`src/rtl/scan_mux.sv`:
```
// rtl/scan_mux.sv - registered N-channel mux with manual, round-robin scan and hold modes
module scan_mux #(
    parameter  int W     = 1,
    parameter  int N     = 32,
    parameter  int DWELL = 16,
    localparam int SELW  = $clog2(N)
) (
    input  logic              clk,
    input  logic              rst,
    input  logic [N*W-1:0]    c,
    input  logic [SELW-1:0]   sw,
    input  logic [1:0]        mode,
    input  logic              load,
    output logic [W-1:0]      o,
    output logic [SELW-1:0]   cur_sel,
    output logic              wrap
);

    localparam int DCW = $clog2(DWELL) + 1;

    typedef enum logic [1:0] {
        MODE_MANUAL = 2'b00,
        MODE_SCAN   = 2'b01,
        MODE_HOLD   = 2'b10,
        MODE_RSVD   = 2'b11
    } mode_e;

    logic [W-1:0]    ch [N];

    logic [SELW-1:0] cur_sel_q, cur_sel_d;
    logic [DCW-1:0]  dcnt_q, dcnt_d;
    mode_e           mode_q, mode_d;
    logic [W-1:0]    o_q, o_d;
    logic            wrap_q, wrap_d;
    logic            sw_ok;

    // Unpack the flat channel bus so channel i can be indexed directly.
    for (genvar i = 0; i < N; i++) begin : g_unpack
        assign ch[i] = c[i*W +: W];
    end

    // A request for a channel that does not exist (N not a power of two) is ignored.
    assign sw_ok = ({1'b0, sw} < (SELW+1)'(N));

    // Next-state: select, dwell counter, wrap pulse and output mux for each mode.
    always_comb begin
        cur_sel_d = cur_sel_q;
        dcnt_d    = dcnt_q;
        o_d       = o_q;
        wrap_d    = 1'b0;
        mode_d    = mode_e'(mode);

        case (mode_e'(mode))
            MODE_MANUAL: begin
                if (sw_ok) begin
                    cur_sel_d = sw;
                end
                dcnt_d = '0;
                o_d    = ch[cur_sel_q];
            end
            MODE_SCAN: begin
                o_d = ch[cur_sel_q];
                if (load) begin
                    // Load wins over both the entry rule and the dwell advance.
                    if (sw_ok) begin
                        cur_sel_d = sw;
                    end
                    dcnt_d = '0;
                end else if (mode_q != MODE_SCAN) begin
                    // Fresh entry: start a full dwell on the channel we are already on.
                    dcnt_d = '0;
                end else if (dcnt_q == DCW'(DWELL - 1)) begin
                    dcnt_d = '0;
                    if (cur_sel_q == SELW'(N - 1)) begin
                        cur_sel_d = '0;
                        wrap_d    = 1'b1;
                    end else begin
                        cur_sel_d = cur_sel_q + 1'b1;
                    end
                end else begin
                    dcnt_d = dcnt_q + 1'b1;
                end
            end
            default: begin
                // HOLD and the reserved code freeze everything.
            end
        endcase
    end

    // State registers with asynchronous reset.
    always_ff @(posedge clk or posedge rst) begin
        if (rst) begin
            cur_sel_q <= '0;
            dcnt_q    <= '0;
            mode_q    <= MODE_MANUAL;
            o_q       <= '0;
            wrap_q    <= 1'b0;
        end else begin
            cur_sel_q <= cur_sel_d;
            dcnt_q    <= dcnt_d;
            mode_q    <= mode_d;
            o_q       <= o_d;
            wrap_q    <= wrap_d;
        end
    end

    assign o       = o_q;
    assign cur_sel = cur_sel_q;
    assign wrap    = wrap_q;

endmodule

```
`config.mk`:
```
export PLATFORM = sky130hd
export DESIGN_NAME = scan_mux
export DESIGN_NICKNAME = d
export VERILOG_FILES = /design/src/rtl/scan_mux.sv
export SDC_FILE = /design/constraint.sdc
export NUM_CORES = 1
export LEC_CHECK = 0
export CAP_MARGIN = 15
export CORE_MARGIN = 1.5
export CORE_UTILIZATION = 41
export CTS_CLUSTER_DIAMETER = 80
export DETAILED_ROUTE_END_ITERATION = 8
export PLACE_DENSITY = 0.8
export SLEW_MARGIN = 25
export SYNTH_ARGS = -nofsm -noshare
export SYNTH_HDL_FRONTEND = slang
export SYNTH_SLANG_ARGS = --single-unit
```
`constraint.sdc`:
```
create_clock -name clk -period 2 [get_ports clk]
set_clock_uncertainty 0.05 [all_clocks]
set_input_delay 0.4 -clock clk [delete_from_list [all_inputs] [get_ports clk]]
set_output_delay 0.4 -clock clk [all_outputs]
set_load 0.03 [all_outputs]
```
==> results of run 1 <==
cell families (layout without fill, tap and decap cells):
family,after synthesis,count (layout),synth area share
mux,17,17,0.1619
fa+ha+maj,4,4,0.04762
buf+inv,9,61,0.06666
compound gates,29,29,0.1679
flops,14,14,0.3333
simple gates,39,39,0.2226
report_power, final:
group	total, mW	internal [mW]	switching, mW	leakage (nW)
Combinational	0.356	0.190	0.166	0.480
Sequential	0.330	0.305	0.0245	0.180
Clock	0.207	0.111	0.0965	0.0210
state kept, by name, indices dropped and copies added, names as in the netlist:
register,count
mode_q,2
wrap,1
o,1
dcnt_q,5
cur_sel,5
repair_timing:
action / CTS / global route
hold buffers: 0 / 0
gates resized for setup: 1 / 0
hold endpoints to repair: 0 / 0
setup endpoints to repair: 1 / 0
buffers inserted: 0 / 0
per-layer routing:
metal,wire (µm),global-route usage,vias to the layer above
met2,1277,0.3477,49
met4,21,0.08120,0
met3,313,0.05000,5
met1,1063,0.1942,478
met5,0,0,-
li1,-,-,522
placed cells by master (no fill, tap or decap), types with 2 or more instances in the layout:
cell,netlist,layout
nand4b_1,2,2
a21oi_1,4,4
inv_1,4,4
clkbuf_4,0,3
nand2_1,10,10
nand2b_1,2,2
ha_1,4,4
clkdlybuf4s50_1,0,46
o21ai_0,11,11
buf_4,1,6
dfrtp_1,14,14
o21ai_1,2,2
a31oi_1,3,3
nor2_1,3,3
mux2i_1,17,17
nand4_1,2,2
nor2b_1,3,3
and2b_1,2,2
a22oi_1,4,4
and3_1,2,2
nand3_1,5,5
nor3b_1,2,2
worst min path at each step:
stage	endpoint	slack (ps)	startpoint	cells past startpoint
6_report	dcnt_q[1]$_DFFE_PP0P_	390	rst	2
5_1_grt	dcnt_q[1]$_DFFE_PP0P_	440	rst	2
4_1_cts	dcnt_q[1]$_DFFE_PP0P_	420	rst	2
3_5_place_dp	dcnt_q[4]$_DFFE_PP0P_	420	dcnt_q[4]$_DFFE_PP0P_	1
3_3_place_gp	dcnt_q[4]$_DFFE_PP0P_	410	dcnt_q[4]$_DFFE_PP0P_	1
2_1_floorplan	cur_sel[0]$_DFFE_PP0P_	240	rst	1
per-stage QoR:
stage                     power [mW]  cells
after floorplan               0.5513    112
after global placement        0.6867    190
after detailed placement      0.6944    190
after CTS                     0.8999    194
after global routing          0.9478    194
final                         0.8931    194
layout make-up:
type | instances | area [µm²] | share of cell area
timing repair buffer | 53 | 514.2 | 0.3246
sequential | 14 | 350.3 | 0.2212
multi-input combinational | 89 | 630.6 | 0.3981
clock buffer | 4 | 36.28 | 0.02291
inverter | 4 | 15.01 | 0.009479
tap | 30 | 37.54 | 0.02370
==> flow_metrics.env, run 1 <==
export IMPL_timing_rr_start="cur_sel[1]$_DFFE_PP0P_"
export IMPL_yosysMostFrequentCell="mux2i_1"
export IMPL_slowest_delay_ps=720
export IMPL_async_flop_share=1.000
export IMPL_synth_common_cells="mux2i_1 (17), dfrtp_1 (14), o21ai_0 (11), nand2_1 (10), nand3_1 (5)"
export IMPL_grt_pass1_wl_um=3933
export IMPL_clk_transition_reported_paths_ps=80
export IMPL_rrSetupSlack_ps=170
export IMPL_powerDensity_mw_per_mm2=563.8
export IMPL_yosys_most_used_dff="dfrtp_1"
export IMPL_numCtsBuffers=3
export IMPL_worstSetupStartpoint="cur_sel[3]$_DFFE_PP0P_"
export IMPL_cp_num_buf_inv=1
export IMPL_arrival_ps=1490
export IMPL_ir_worst_vdd_v=0.0003948
export IMPL_first_iter_violations=19
export IMPL_maxSlewViolCount=0
export IMPL_vias=1054
export IMPL_start_util=0.4281
export IMPL_hold_violations=0
export IMPL_holdWs_ps=394.3
export IMPL_fp_dieW_um=53.63
export IMPL_cp_data_required_time_ps=1550
export IMPL_fill_cells=197
export IMPL_p_leak_nw=0.6803
export IMPL_syn_area_mm2=0.001051
export IMPL_antenna_left=0
export IMPL_final_cell_area_mm2=0.001584
export IMPL_yosysTopAreaCell="dfrtp_1"
export IMPL_cp_slowest_cell="clkdlybuf4s50_1"
export IMPL_cp_max_fo=8
export IMPL_endpoint="cur_sel[3]"
export IMPL_tns_ps=0
export IMPL_cts_path_max_buffers=2
export IMPL_path_delay_family="buffers and inverters"
export IMPL_cts_sinks=14
export IMPL_crit_chain="clkdlybuf4s50_1"
export IMPL_dieArea_mm2=0.002876
export IMPL_io_pins=49
export IMPL_ys_warn_count=0
export IMPL_wl_um=2676
export IMPL_grt_usage=0.1865
export IMPL_fin_crit_sh=0.9700
export IMPL_drc=0
export IMPL_layout_setup_ws_ps=60.06
export IMPL_htree_levels=1
export IMPL_setup_violations=0
export IMPL_worstMarginPinSlew_ps=535.0
export IMPL_avgSynthCellArea_um2=9.384
export IMPL_wl_per_cell_um=13.79
export IMPL_area_growth_pct=50.71
export IMPL_insertion_delay_ps=280
export IMPL_core_area_mm2=0.002455
export IMPL_synth_seq_cells=14
export IMPL_firstDrtPassIters=4
export IMPL_cp_end_kind="primary output"
export IMPL_critical_path_class="reg2out"
export IMPL_yosysTopAreaCellShare=0.3333
export IMPL_ys_types=34
export IMPL_die_y_um=53.63
export IMPL_place_hpwl_um=2141
export IMPL_num_rows=18
export IMPL_relSlewSlack=0.6429
export IMPL_pre_cts_ws_ps=36.14
export IMPL_drive_above_1_share=0.07927
export IMPL_max_cap_violations=0
export IMPL_grt_start_max_net_pins=21
export IMPL_final_min_clock_period_ps=1940
export IMPL_hold_path_class="in2async"
export IMPL_synth_edf_count=0
export IMPL_max_freq_mhz=515.5
export IMPL_grt_overflow=0
export IMPL_antenna_found_initial=0
export IMPL_diodes=0
export IMPL_rsz0062_at_grt="false"
export IMPL_cts_tree="done"
export IMPL_fin_util=0.6453
export IMPL_grt_pass1_vias=933
export IMPL_netlist_instances=112
export IMPL_root_buffer="clkbuf_4"
export IMPL_outcome="completed"
export IMPL_placed_cell_area_mm2=0.001549
export IMPL_start_kind="register"
export IMPL_yosysSeqAreaShare=0.3333
export IMPL_vias_per_cell=5.433
export IMPL_gp_congestion=0.8567
export IMPL_numPortBuffers=48
export IMPL_syn_num_nets=158
export IMPL_r2r_end="cur_sel[2]$_DFFE_PP0P_"
export IMPL_nets=211
export IMPL_reg2regPathDepth=7
export IMPL_cp_num_cells=1
export IMPL_yosys_top_cells_area="dfrtp_1 (33%), mux2i_1 (16%), o21ai_0 (5.2%)"
(Power assumes the default switching activity.)
==> run 2: changes to the inputs <==
--- a/config.mk
+++ b/config.mk
@@ -10,7 +10,8 @@
 export CORE_UTILIZATION = 41
 export CTS_CLUSTER_DIAMETER = 80
 export DETAILED_ROUTE_END_ITERATION = 8
-export PLACE_DENSITY = 0.8
+export PLACE_DENSITY_LB_ADDON = 0.1
+export SKIP_CTS_REPAIR_TIMING = 1
 export SLEW_MARGIN = 25
 export SYNTH_ARGS = -nofsm -noshare
 export SYNTH_HDL_FRONTEND = slang
==> flow_metrics.env, run 2 (synthesized netlist as in run 1, its figures left out) <==
export IMPL_hold_path_class="in2async"
export IMPL_grt_usage=0.2028
export IMPL_cts_tree="done"
export IMPL_relSlewSlack=0.6481
export IMPL_maxSlewViolCount=0
export IMPL_gp_congestion=0.7684
export IMPL_drc=0
export IMPL_grt_pass1_wl_um=4181
export IMPL_hold_violations=0
export IMPL_insertion_delay_ps=290
export IMPL_cp_slowest_cell="clkdlybuf4s50_1"
export IMPL_ir_worst_vdd_v=0.0005165
export IMPL_grt_pass1_vias=987
export IMPL_timing_rr_start="dcnt_q[0]$_DFFE_PP0P_"
export IMPL_grt_start_max_net_pins=21
export IMPL_numCtsBuffers=3
export IMPL_path_delay_family="buffers and inverters"
export IMPL_reg2regPathDepth=6
export IMPL_die_y_um=53.63
export IMPL_setup_violations=0
export IMPL_outcome="completed"
export IMPL_first_iter_violations=16
export IMPL_fp_dieW_um=53.63
export IMPL_wl_um=2733
export IMPL_fin_util=0.6539
export IMPL_cp_data_required_time_ps=1550
export IMPL_area_growth_pct=52.74
export IMPL_root_buffer="clkbuf_4"
export IMPL_cts_path_max_buffers=2
export IMPL_vias_per_cell=5.392
export IMPL_cp_end_kind="primary output"
export IMPL_wl_per_cell_um=14.09
export IMPL_rrSetupSlack_ps=250
export IMPL_max_cap_violations=0
export IMPL_fin_crit_sh=0.9168
export IMPL_mostFrequentLayoutCells="clkdlybuf4s50_1 (44), mux2i_1 (17), dfrtp_1 (14)"
export IMPL_cts_sinks=14
export IMPL_clk_transition_reported_paths_ps=90
export IMPL_dieArea_mm2=0.002876
export IMPL_r2r_end="cur_sel[3]$_DFFE_PP0P_"
export IMPL_final_common_cell="clkdlybuf4s50_1"
export IMPL_powerDensity_mw_per_mm2=562.3
export IMPL_place_hpwl_um=2136
export IMPL_p_leak_nw=0.7169
export IMPL_antenna_found_initial=0
export IMPL_io_pins=49
export IMPL_num_rows=18
export IMPL_drive_above_1_share=0.07927
export IMPL_start_util=0.4281
export IMPL_cp_max_fo=4
export IMPL_cp_num_buf_inv=1
export IMPL_start_kind="register"
export IMPL_crit_chain="clkdlybuf4s50_1"
export IMPL_critical_path_class="reg2out"
export IMPL_antenna_left=0
export IMPL_finalPower_mw=0.9027
export IMPL_fin_cells=194
export IMPL_numPortBuffers=48
export IMPL_vias=1046
export IMPL_worstMarginPinSlew_ps=527.3
export IMPL_grt_overflow=0
export IMPL_arrival_ps=1380
export IMPL_diodes=0
export IMPL_slowest_delay_ps=690
export IMPL_dp_cells=190
export IMPL_rsz0062_at_grt="false"
export IMPL_max_freq_mhz=545.4
export IMPL_firstDrtPassIters=4
export IMPL_htree_levels=1
export IMPL_nets=211
export IMPL_final_min_clock_period_ps=1834
export IMPL_core_area_mm2=0.002455
export IMPL_holdWs_ps=392.6
## run 2: cell count changes in the layout (fill, tap and decap cells not counted), sizes merged
cell	change
dlymetal6s2s	+3
clkdlybuf4s50	-2
dlygate4sd2	-1
## run 2: layer usage
| metal | GRT usage | vias up | wire (µm) | share of wire |
|---|---|---|---|---|
| met5 | 0 | - | 0 | 0 |
| met4 | 0.1026 | 0 | 63 | 0.023 |
| met3 | 0.05556 | 10 | 232 | 0.085 |
| met2 | 0.3354 | 41 | 1297 | 0.47 |
| met1 | 0.2408 | 472 | 1140 | 0.42 |
| li1 | - | 523 | - | - |
## run 2: per-stage QoR
stage,setup slack [ps],instance area [µm²],setup TNS (ps)
after floorplan,231.4,1051,0
after global placement,181.6,1562,0
after detailed placement,121.7,1562,0
after CTS,-49.15,1598,-49.15
after global routing,92.35,1605,0
final,166.3,1605,0
## run 2: area by class of cell
cell class,count,area [µm²]
inverter,4,15.01
sequential,14,350.3
timing repair buffer,53,535.5
clock buffer,4,36.28
tap,30,37.54
multi-input combinational,89,630.6
fill,228,849.6
## run 2: worst max-delay path by stage
stage	start	to	slack (ps)	cells after the start
after global routing	cur_sel[0]$_DFFE_PP0P_	cur_sel[2]$_DFFE_PP0P_	90	7
final	cur_sel[1]$_DFFE_PP0P_	cur_sel[1]	170	1
after global placement	mode[1]	cur_sel[2]$_DFFE_PP0P_	180	6
after detailed placement	mode[1]	cur_sel[2]$_DFFE_PP0P_	120	6
after floorplan	cur_sel[0]$_DFFE_PP0P_	cur_sel[2]$_DFFE_PP0P_	230	7
after CTS	cur_sel[2]$_DFFE_PP0P_	cur_sel[2]	-50	1
## run 2: report_power, final
part | leakage (nW) | switching, mW | internal (mW)
registers | 0.180 | 0.0314 | 0.305
clock network | 0.0210 | 0.0986 | 0.111
logic | 0.516 | 0.161 | 0.195
==> run 3: changes to the inputs <==
--- a/config.mk
+++ b/config.mk
@@ -6,6 +6,7 @@
 export NUM_CORES = 1
 export LEC_CHECK = 0
 export CAP_MARGIN = 15
+export CORE_ASPECT_RATIO = 1.25
 export CORE_MARGIN = 1.5
 export CORE_UTILIZATION = 41
 export CTS_CLUSTER_DIAMETER = 80
==> flow_metrics.env, run 3 (synthesized netlist as in run 1, its figures left out) <==
export IMPL_outcome="completed"
export IMPL_max_cap_violations=0
export IMPL_dieArea_mm2=0.002878
export IMPL_rsz0062_at_grt="false"
export IMPL_dp_cells=193
export IMPL_final_common_cell="clkdlybuf4s50_1"
export IMPL_clk_transition_reported_paths_ps=90
export IMPL_htree_levels=1
export IMPL_cp_max_fo=4
export IMPL_grt_overflow=0
export IMPL_grt_pass1_vias=1050
export IMPL_vias_per_cell=5.426
export IMPL_arrival_ps=1400
export IMPL_endpoint="cur_sel[1]"
export IMPL_slowest_delay_ps=690
export IMPL_path_delay_family="buffers and inverters"
export IMPL_cp_slowest_cell="clkdlybuf4s50_1"
export IMPL_r2r_end="o$_DFFE_PP0P_"
export IMPL_place_hpwl_um=2277
export IMPL_root_buffer="clkbuf_4"
export IMPL_first_iter_violations=32
export IMPL_num_rows=20
export IMPL_die_y_um=59.61
export IMPL_wl_um=2858
export IMPL_reg2regPathDepth=6
export IMPL_antenna_found_initial=0
export IMPL_area_growth_pct=51.90
export IMPL_maxSlewViolCount=0
export IMPL_crit_chain="clkdlybuf4s50_1"
export IMPL_hold_violations=0
export IMPL_fin_cells=197
export IMPL_io_pins=49
export IMPL_tns_ps=0
export IMPL_cts_sinks=14
export IMPL_hold_path_class="in2async"
export IMPL_insertion_delay_ps=290
export IMPL_final_min_clock_period_ps=1845
export IMPL_rrSetupSlack_ps=250
export IMPL_worstMarginPinSlew_ps=519.6
export IMPL_mostFrequentLayoutCells="clkdlybuf4s50_1 (44), mux2i_1 (17), dfrtp_1 (14)"
export IMPL_drive_above_1_share=0.07927
export IMPL_cp_data_required_time_ps=1550
export IMPL_numCtsBuffers=3
export IMPL_relSlewSlack=0.6532
export IMPL_grt_start_max_net_pins=21
export IMPL_cp_num_cells=1
export IMPL_critical_path_class="reg2out"
export IMPL_fin_util=0.6577
export IMPL_p_leak_nw=0.7128
export IMPL_max_freq_mhz=541.9
export IMPL_placed_cell_area_mm2=0.001553
export IMPL_cp_num_buf_inv=1
export IMPL_cp_end_kind="primary output"
export IMPL_cts_tree="done"
export IMPL_core_area_mm2=0.002427
export IMPL_fp_dieW_um=48.29
export IMPL_timing_rr_start="cur_sel[0]$_DFFE_PP0P_"
export IMPL_firstDrtPassIters=4
export IMPL_final_cell_area_mm2=0.001597
export IMPL_drc=0
export IMPL_start_util=0.4330
export IMPL_numPortBuffers=48
export IMPL_fin_crit_sh=0.9227
export IMPL_powerDensity_mw_per_mm2=561.8
export IMPL_gp_congestion=0.9081
export IMPL_diodes=0
export IMPL_vias=1069
export IMPL_worstSetupStartpoint="cur_sel[1]$_DFFE_PP0P_"
export IMPL_nets=211
export IMPL_grt_pass1_wl_um=4402
export IMPL_wl_per_cell_um=14.51
export IMPL_ir_worst_vdd_v=0.0005386
export IMPL_start_kind="register"
export IMPL_cts_path_max_buffers=2
export IMPL_antenna_left=0
export IMPL_finalPower_mw=0.8970
export IMPL_setup_violations=0
export IMPL_grt_usage=0.2147
==> run 3: changes by cell type in the layout (fill, tap and decap cells not counted) <==
cell    previous run  this run
buf_12             1         0
buf_4              5         6
==> run 3: stage by stage <==
step	hold WS [ps]	setup slack, ps
after floorplan	239.2	231.4
after global placement	422.8	130.6
after detailed placement	422.8	80.30
after CTS	405.1	-48.34
after global routing	458.8	104.8
final	382.3	154.6
==> run 3: cell type report <==
type                            instances  area, µm²
Inverter                                4      15.01
Tap cell                               33      41.29
Multi-Input combinational cell         89      630.6
Fill cell                             213      830.8
Clock buffer                            4      36.28
Timing Repair Buffer                   53      523.0
Sequential cell                        14      350.3
==> run 3: worst register-to-register path, stage by stage (launching register included) <==
cell     delay, ps
dfrtp_1        370
buf_4          310
mux2i_1        230
a22oi_1        100
nand4_1        110
a31oi_1         60
o41a_1         410
==> run 3: how the worst min path moves through the flow <==
stage / from / endpoint / depth (start not counted)
4_1_cts: rst / cur_sel[4]$_DFFE_PP0P_ / 2
2_1_floorplan: rst / cur_sel[0]$_DFFE_PP0P_ / 1
3_5_place_dp: dcnt_q[4]$_DFFE_PP0P_ / dcnt_q[4]$_DFFE_PP0P_ / 1
6_report: rst / cur_sel[0]$_DFFE_PP0P_ / 2
3_3_place_gp: dcnt_q[4]$_DFFE_PP0P_ / dcnt_q[4]$_DFFE_PP0P_ / 1
5_1_grt: dcnt_q[4]$_DFFE_PP0P_ / dcnt_q[4]$_DFFE_PP0P_ / 1
==> run 3: routing by layer <==
metal	wire length [µm]	vias up	GRT usage
li1	-	519	-
met1	1075	488	0.2375
met2	1392	53	0.3665
met3	314	9	0.03049
met4	76	0	0.1274
met5	0	-	0
==> run 3: power by group <==
part           switching [mW]  internal, mW
clock                  0.0992         0.111
sequential             0.0293         0.305
combinational           0.163         0.189
total                   0.292         0.605
